[src/rtl/sram_arbiter_pkg.sv]
// Shared op codes and widths for the SRAM arbiter and its clients.
// Op code values mirror the data-path defines; RAM_OP_NONE marks an idle bus.
package sram_arbiter_pkg;

   localparam int ADDR_W = 20;
   localparam int DATA_W = 32;
   localparam int OP_W   = 4;
   localparam int CNT_W  = 4;

   localparam logic [OP_W-1:0] RAM_OP_NONE = 4'b0000;
   localparam logic [OP_W-1:0] MEM_LW      = 4'b0001;
   localparam logic [OP_W-1:0] MEM_LB      = 4'b0010;
   localparam logic [OP_W-1:0] MEM_LBU     = 4'b0011;
   localparam logic [OP_W-1:0] MEM_LH      = 4'b0100;
   localparam logic [OP_W-1:0] MEM_LHU     = 4'b0101;
   localparam logic [OP_W-1:0] MEM_SW      = 4'b0110;
   localparam logic [OP_W-1:0] MEM_SH      = 4'b0111;
   localparam logic [OP_W-1:0] MEM_SB      = 4'b1000;

endpackage

[src/rtl/sram_arbiter.sv]
// Two-port (instruction fetch / data) arbiter in front of a single SRAM controller.
// One transfer at a time: IDLE -> GNT_IF|GNT_MEM -> RELEASE -> IDLE, with alternating priority on ties.
module sram_arbiter
   import sram_arbiter_pkg::*;
#(
   parameter int TIMEOUT_CYCLES = 15
)
(
   input  logic              clk50,
   input  logic              rst,

   input  logic              if_req_i,
   input  logic [ADDR_W-1:0] if_addr_i,
   output logic [DATA_W-1:0] if_rdata_o,
   output logic              if_done_o,

   input  logic [OP_W-1:0]   mem_op_i,
   input  logic [ADDR_W-1:0] mem_addr_i,
   input  logic [DATA_W-1:0] mem_wdata_i,
   output logic [DATA_W-1:0] mem_rdata_o,
   output logic              mem_done_o,

   output logic [OP_W-1:0]   ram_op_o,
   output logic [ADDR_W-1:0] ram_addr_o,
   output logic [DATA_W-1:0] ram_wdata_o,
   input  logic [DATA_W-1:0] ram_rdata_i,
   input  logic              ram_success_i,

   output logic              busy_o,
   output logic              timeout_o
);

   typedef enum logic [1:0] {
      IDLE    = 2'd0,
      GNT_IF  = 2'd1,
      GNT_MEM = 2'd2,
      RELEASE = 2'd3
   } state_t;

   localparam logic [CNT_W-1:0] CNT_LAST = CNT_W'(TIMEOUT_CYCLES - 1);

   state_t            state;
   logic              last_mem;
   logic [CNT_W-1:0]  gnt_cnt;

   logic              if_pend;
   logic              mem_pend;
   logic              pick_mem;
   logic              grant_end;
   logic [DATA_W-1:0] end_data;

   assign if_pend   = if_req_i;
   assign mem_pend  = (mem_op_i != RAM_OP_NONE);
   // MEM wins a tie unless it also won the previous grant.
   assign pick_mem  = mem_pend && (!if_pend || !last_mem);
   assign grant_end = ram_success_i || (gnt_cnt == CNT_LAST);
   assign end_data  = ram_success_i ? ram_rdata_i : '0;
   assign busy_o    = (state != IDLE);

   always_ff @(posedge clk50 or posedge rst) begin
      if (rst) begin
         state       <= IDLE;
         last_mem    <= 1'b0;
         gnt_cnt     <= '0;
         ram_op_o    <= RAM_OP_NONE;
         ram_addr_o  <= '0;
         ram_wdata_o <= '0;
         if_rdata_o  <= '0;
         mem_rdata_o <= '0;
         if_done_o   <= 1'b0;
         mem_done_o  <= 1'b0;
         timeout_o   <= 1'b0;
      end else begin
         if_done_o  <= 1'b0;
         mem_done_o <= 1'b0;
         case (state)
            IDLE: begin
               ram_op_o <= RAM_OP_NONE;
               gnt_cnt  <= '0;
               if (pick_mem) begin
                  state       <= GNT_MEM;
                  last_mem    <= 1'b1;
                  ram_op_o    <= mem_op_i;
                  ram_addr_o  <= mem_addr_i;
                  ram_wdata_o <= mem_wdata_i;
               end else if (if_pend) begin
                  state       <= GNT_IF;
                  last_mem    <= 1'b0;
                  ram_op_o    <= MEM_LW;
                  ram_addr_o  <= if_addr_i;
                  ram_wdata_o <= '0;
               end
            end
            GNT_IF, GNT_MEM: begin
               if (grant_end) begin
                  // Success and abort share this path; abort returns zero data.
                  state    <= RELEASE;
                  ram_op_o <= RAM_OP_NONE;
                  if (!ram_success_i) begin
                     timeout_o <= 1'b1;
                  end
                  if (state == GNT_IF) begin
                     if_rdata_o <= end_data;
                     if_done_o  <= 1'b1;
                  end else begin
                     mem_rdata_o <= end_data;
                     mem_done_o  <= 1'b1;
                  end
               end else begin
                  gnt_cnt <= gnt_cnt + 1'b1;
               end
            end
            RELEASE: begin
               ram_op_o <= RAM_OP_NONE;
               state    <= IDLE;
            end
            default: begin
               state <= IDLE;
            end
         endcase
      end
   end

endmodule

[config.mk]
export PLATFORM = sky130hd
export DESIGN_NAME = sram_arbiter
export DESIGN_NICKNAME = d
export VERILOG_FILES = /design/src/rtl/sram_arbiter_pkg.sv /design/src/rtl/sram_arbiter.sv
export SDC_FILE = /design/constraint.sdc
export NUM_CORES = 1
export LEC_CHECK = 0
export CORE_ASPECT_RATIO = 1.2
export CORE_UTILIZATION = 45
export DETAILED_ROUTE_END_ITERATION = 10
export DONT_BUFFER_PORTS = 1
export SLEW_MARGIN = 25
export SYNTH_ARGS = -nofsm -noshare
export SYNTH_HDL_FRONTEND = slang
export SYNTH_SLANG_ARGS = --single-unit
[constraint.sdc]
create_clock -name clk50 -period 6.1 [get_ports clk50]
set_input_delay 1.83 -clock clk50 [delete_from_list [all_inputs] [get_ports clk50]]
set_output_delay 1.83 -clock clk50 [all_outputs]
set_load 0.1 [all_outputs]
=== Word level (Yosys, flattened, before mapping) ===
Index checks and enable logic that the tools add are counted.

* Register bits: 130
* Output and inout port bits: 124

* Add/subtract/negate cells: 1
* Equality and inequality tests: 7
* Mux-type cells: 23
* Bitwise logic cells: 2
* Reduce and logical (&&, ||, !) cells: 17

{| class="wikitable"
|+ Operators with widths
! operator !! count
|-
| 32-bit 2-to-1 mux || 3
|-
| 20-bit 2-to-1 mux || 2
|-
| 4-bit 2-to-1 mux || 3
|-
| 4-bit case mux with 3 select lines || 1
|-
| 1-bit 2-to-1 mux || 9
|-
| 3-bit AND reduction || 3
|-
| 4-bit case mux with 2 select lines || 1
|-
| 2-bit 2-to-1 mux || 3
|-
| 2-bit case mux with 3 select lines || 1
|-
| 2-bit AND reduction || 3
|-
| 2-bit nonzero test || 3
|-
| 4-bit by 1-bit adder with 4-bit output, second input constant || 1
|-
| 2-bit == test, second input constant || 2
|-
| 4-bit == test, second input constant || 1
|-
| 2-bit != test, second input constant || 2
|-
| 4-bit nonzero test || 1
|-
| 3-bit != test, second input constant || 1
|-
| 2-bit by 1-bit == test with 1-bit output, second input constant || 1
|-
| 1-bit logical NOT || 2
|-
| 2-bit logical NOT || 1
|-
| 1-bit logical OR || 2
|-
| 1-bit NOT || 2
|-
| 2-bit OR reduction || 1
|-
| 1-bit logical AND || 1
|}

=== Depth between registers and ports, before layout ===
Gate-level depths: netlist of the first run.

* Word-level depth: 5
* Gate-level depth with buffers: 8
* Gate-level depth less buffers: 5

=== Worst setup path before layout of the first run ===
No wires, ideal clock.

* Path kind: reg-to-output
* Start point: reg state[0]
* End point: out busy_o
* Arrival time: 1.408 ns
* Data required time: 4.270 ns
* Slack: 2.862 ns
* Stages on the path, launching flop included: 5
* Buffers on the path: 1
* Cells stage by stage: dfrtp_1 -> inv_1 -> ha_1 -> clkbuf_1 -> inv_1

* Word-level cells in the longest chain between the ends: 1

{| class="wikitable"
|+ Ends and longest elaborated chain
! element !! RTL line !! RTL
|-
| start, declared || sram_arbiter.sv:42 || <nowiki>state_t state;</nowiki>
|-
| start signal, assigned || sram_arbiter.sv:62 || <nowiki>state <= IDLE;</nowiki>
|-
| start signal, assigned || sram_arbiter.sv:81 || <nowiki>state <= GNT_MEM;</nowiki>
|-
| start signal, assigned || sram_arbiter.sv:87 || <nowiki>state <= GNT_IF;</nowiki>
|-
| 2-bit nonzero test || sram_arbiter.sv:58 || <nowiki>assign busy_o = (state != IDLE);</nowiki>
|-
| end, declared || sram_arbiter.sv:29 || <nowiki>output logic busy_o,</nowiki>
|}

No other way between the ends.

=== Worst setup path after layout of the first run ===
Same ends and word-level chain as after synthesis.

==> results of run 1 <==
## layout make-up
type | count | share of cell area (%)
flip-flops and latches | 130 | 55.8
repair buffers | 10 | 1.29
clock inverters | 14 | 2.62
clock buffers | 18 | 7.36
well taps | 154 | 3.31
multi-input cells | 228 | 29.0
inverters | 8 | 0.558
## layer usage
metal / global-route usage (%) / routed length [um] / vias up
met5: 0 / 0 / -
met4: 8.55 / 231 / 0
met3: 7.92 / 1150 / 17
met2: 35.7 / 6190 / 177
met1: 24.0 / 4670 / 1741
li1: - / - / 1513
## through the flow
| stage | hold slack, ns | area (um2) | utilization (%) | cells | setup WS, ns |
|---|---|---|---|---|---|
| 3_5_place_dp | 0.483 | 5250 | 47.3 | 530 | 2.68 |
| 3_3_place_gp | 0.483 | 5250 | 47.3 | 530 | 2.53 |
| 4_1_cts | 0.496 | 5830 | 52.6 | 562 | 2.48 |
| 2_1_floorplan | 0.467 | 5140 | - | 401 | 0.801 |
| 6_report | 0.492 | 5830 | 52.6 | 562 | 2.51 |
| 5_1_grt | 0.534 | 5830 | 52.6 | 562 | 2.42 |
## logic make-up after synthesis
logic type | after synthesis | share of synthesized area (%)
AO/OA/AOI/OAI | 159 | 26.2
flip-flops | 130 | 63.3
AND/OR/NAND/NOR | 64 | 5.35
buffers and inverters | 43 | 4.01
adder cells (fa/ha/maj) | 4 | 0.973
multiplexers | 1 | 0.195
## state kept, by name, indices dropped and copies added, names as in the netlist
signal / flops
if_rdata_o: 32
mem_rdata_o: 32
ram_wdata_o: 32
ram_addr_o: 20
gnt_cnt: 4
ram_op_o: 4
state: 2
if_done_o: 1
last_mem: 1
mem_done_o: 1
timeout_o: 1
## Yosys cell counts, drive strengths merged, types with 2 or more instances
master	number	area [um2]
a211oi	2	15.0
buf	10	82.6
o221a	20	225
o21ai	2	13.8
a31o	2	17.5
clkbuf	25	93.8
nand2	6	22.5
nor2b	2	12.5
nor2	44	165
a21oi	22	110
nor4	2	12.5
nand3	3	15.0
dfrtp	130	3250
inv	8	30.0
a22o	99	867
ha	4	50.1
## path summary, 6_finish.rpt
kind	start	endpoint	slack, ns	cells past startpoint
setup / recovery	state[0]	busy_o	2.51	3
hold / removal	state[1]	state[1]	0.49	1
setup reg to reg	state[1]	ram_addr_o[10]	3.71	6
hold reg to reg	state[1]	state[1]	0.49	1
max in group asynchronous	rst	ram_wdata_o[7]	3.93	2
min in group asynchronous	rst	ram_wdata_o[17]	1.21	1
==> reports/qor.yml, run 1 <==
floorplan:
  die_w_um: 99.6
  rows: 42
  dieArea_um2: 11900
  initial_utilization_pct: 46.4
  core_area_um2: 11100
  dieHeight_um: 119
  pin_count: 236
timing:
  clock.fmax_mhz: 279
  period_needed_ns: 3.59
  drv_slew: 0
  max_slew_margin_pct: 33.6
  tightest_slew_ns: 0.995
  setup_viol: 0
  fin_tns_setup_ns: 0
  grt_setup_unrepaired: "false"
  post-route-period-util_pct: 58.9
  skew_ns: 0.00634
  finalHoldViolCount: 0
synth:
  syn-cell-area_um2: 5140
  synth.avg_cell_area_um2: 12.8
  synth-edff-count: 0
  synth_cell_type_count: 39
  syn-num-nets: 517
  ys.flop_type: "dfrtp_1"
  ys_seq_area_share_pct: 63.3
  synthArstFlopShare_pct: 100
  synth_warnings: 0
  synth-seq-cells: 130
  synth_cells: 401
clock_network:
  cts_max_level: 4
  cts_setup_buffers: 0
  clock-sinks: 130
  clkTransAtPathRegs_ns: 0.06
  cts_tree: "yes"
  cts_buffers: 17
  ctsHoldBuffers: 0
  clock_latency_ns: 0.40
  clockRootBuffer: "clkbuf_16"
  cts_buffer_depth: 2
  cts_resized: 0
routing:
  viasPerCell: 6.14
  routed_wl_um: 12200
  ant_nets: 0
  drt_iter0_drc: 149
  vias: 3448
  drcViolationCount: 0
  post_drt_wl_per_cell_um: 21.8
  first_pass_iters: 4
global_routing:
  grt_pass1_wl_um: 19300
  grt_use_total_pct: 21.1
  first_global_vias: 3629
  grt_overflow: 0
  grt_max_degree: 60
  antenna_found_initial: 0
cells_and_area:
  fillers: 948
  register_area_um2: 3250
  drive_above_1_share_pct: 16.7
  n_antenna_cell: 0
  multi_input_area_um2: 1690
  areaGrowthSynthToFinish_pct: 13.3
  nets: 511
  layout_common_cells: "dfrtp_1, a22o_1, nor2_1"
  final_common_cell: "dfrtp_1"
critical_path:
  path_class: "flip-flop to output port"
  crit_slowest_cell: "inv_1"
  crit_buf_inv: 2
  worst_path_most_repeated_cell: "inv_1"
  timing.critical_path.fanout_max: 5
  critical_path.top_delay_family: "buffers and inverters"
  slowest_delay_ns: 0.72
  critPathLaunchType: "flip-flop"
  crit_required_ns: 4.27
  cp_cell_sequence: "inv_1 > ha_1 > inv_1"
  critPathArrivalTime_ns: 1.76
  cp-end-kind: "output port"
hold_path:
  hp-class: "flip-flop to flip-flop"
placement:
  place.gp.congestion: 0.719
  dp_hpwl_um: 8090
  io_buffers: 0
run_status:
  status: "finished, final reports clean"
job:
  max-cap-violations: 0
Power of run 1 is left out: the tool's default activity adds up to more than one toggle a clock period on the data nets, which glitch-free logic cannot reach.
==> run 2, diff against run 1 <==
==> constraint.sdc (replaced) <==
create_clock -name clk50 -period 3.5 [get_ports clk50]
set_input_delay 1.05 -clock clk50 [delete_from_list [all_inputs] [get_ports clk50]]
set_output_delay 1.05 -clock clk50 [all_outputs]
set_load 0.1 [all_outputs]
==> run 2 against run 1 <==
Routed wire length hardly changed. Sequential share of layout area is 0.59 points lower. Highest routed layer unchanged. Critical path type unchanged. Design area rose by 1.1%.
==> reports/qor.yml, run 2 (synthesized netlist as in run 1, its figures left out) <==
timing:
  drv_slew: 0
  post-route-period-util_pct: 76.2
  clock.fmax_mhz: 375
  fin_tns_setup_ns: 0
  skew_ns: 0.00989
  grt_setup_unrepaired: "false"
  setup_viol: 0
  max_slew_margin_pct: 35.7
  period_needed_ns: 2.67
  finalHoldViolCount: 0
  tightest_slew_ns: 0.965
run_status:
  status: "finished, final reports clean"
global_routing:
  grt_max_degree: 101
  antenna_found_initial: 0
  grt_pass1_wl_um: 19000
  first_global_vias: 3532
  grt_use_total_pct: 20.9
  grt_overflow: 0
clock_network:
  cts_buffers: 17
  ctsHoldBuffers: 0
  cts_max_level: 4
  clock_latency_ns: 0.41
  cts_setup_buffers: 0
  cts_buffer_depth: 2
  clkTransAtPathRegs_ns: 0.06
  clock-sinks: 130
  cts_tree: "yes"
  cts_resized: 0
  clockRootBuffer: "clkbuf_16"
floorplan:
  rows: 42
  dieHeight_um: 119
  dieArea_um2: 11900
  initial_utilization_pct: 46.4
  pin_count: 236
  die_w_um: 99.6
  core_area_um2: 11100
critical_path:
  crit_required_ns: 2.45
  cp_cell_sequence: "inv_1 > ha_1 > inv_1 > buf_4"
  slowest_delay_ns: 0.37
  crit_slowest_cell: "dfrtp_1"
  worst_path_most_repeated_cell: "inv_1"
  cp-end-kind: "output port"
  rr_endpoint: "ram_addr_o[15]"
  critPathArrivalTime_ns: 1.62
  critPathLaunchType: "flip-flop"
  rr_worst_depth: 5
  reg2reg_slack_ns: 1.28
  timing.critical_path.fanout_max: 5
  path_class: "flip-flop to output port"
  r2r_start: "state[1]"
placement:
  io_buffers: 0
  place.gp.congestion: 0.749
  dp_hpwl_um: 8100
cells_and_area:
  drive_above_1_share_pct: 16.9
  register_area_um2: 3250
  final_common_cell: "dfrtp_1"
  fillers: 932
  multi_input_area_um2: 1690
  n_antenna_cell: 0
  layout_common_cells: "dfrtp_1, a22o_1, nor2_1"
  largestRegisters: "if_rdata_o x32, mem_rdata_o x32, ram_wdata_o x32"
  nets: 511
  areaGrowthSynthToFinish_pct: 14.5
routing:
  post_drt_wl_per_cell_um: 21.8
  drt_iter0_drc: 185
  routed_wl_um: 12200
  ant_nets: 0
  viasPerCell: 6.10
  drcViolationCount: 0
  first_pass_iters: 4
  vias: 3430
hold_path:
  min_to: "state[1]"
  whs_path_depth: 1
  hold_start: "state[1]"
  hp-class: "flip-flop to flip-flop"
job:
  max-cap-violations: 0
run 2: cell count changes in the layout (fill, tap and decap cells not counted), sizes merged:
cell and change:
clkinv -2, clkbuf -1, clkinvlp +3, bufinv +2, inv -2
run 2: final cells by class:
cell class	count	share of cell area, %
repair buffers	10	1.49
inverters	8	0.573
clock inverters	15	3.48
flip-flops and latches	130	55.2
multi-input cells	228	28.7
clock buffers	17	7.22
well taps	154	3.27
run 2: worst max-delay path: cells and delay by family, from the launching register on:
kind | cells | cell delay, ns
adders and majority gates | 1 | 0.26
DFF | 1 | 0.37
buffers and inverters | 3 | 0.57
run 2: routing by layer:
layer / vias to the layer above / routed length (um) / track usage [%]
li1: 1501 / - / -
met1: 1732 / 4900 / 23.9
met2: 174 / 6010 / 34.9
met3: 23 / 1050 / 8.27
met4: 0 / 287 / 8.27
met5: - / 0 / 0
run 2: how the worst max path moves through the flow:
stage                           end   startpoint  cells past startpoint  slack (ns)
floorplan                gnt_cnt[0]          rst                      1        0.84
global placement    ram_wdata_o[28]  mem_op_i[3]                      3        0.70
detailed placement      ram_op_o[0]  mem_op_i[3]                      4        0.73
CTS                          busy_o     state[0]                      4        0.79
global route                 busy_o     state[0]                      4        0.73
finish                       busy_o     state[0]                      4        0.83
run 2: per-stage QoR:
stage	setup WS (ns)	std cells	hold slack (ns)	utilization, %	area [um2]
2_1_floorplan	0.841	401	0.467	-	5150
3_3_place_gp	0.705	530	0.487	47.4	5260
3_5_place_dp	0.732	530	0.493	47.4	5260
4_1_cts	0.793	562	0.506	53.1	5890
5_1_grt	0.725	562	0.550	53.1	5890
6_report	0.833	562	0.502	53.1	5890
Power of run 2 is left out for the same reason.
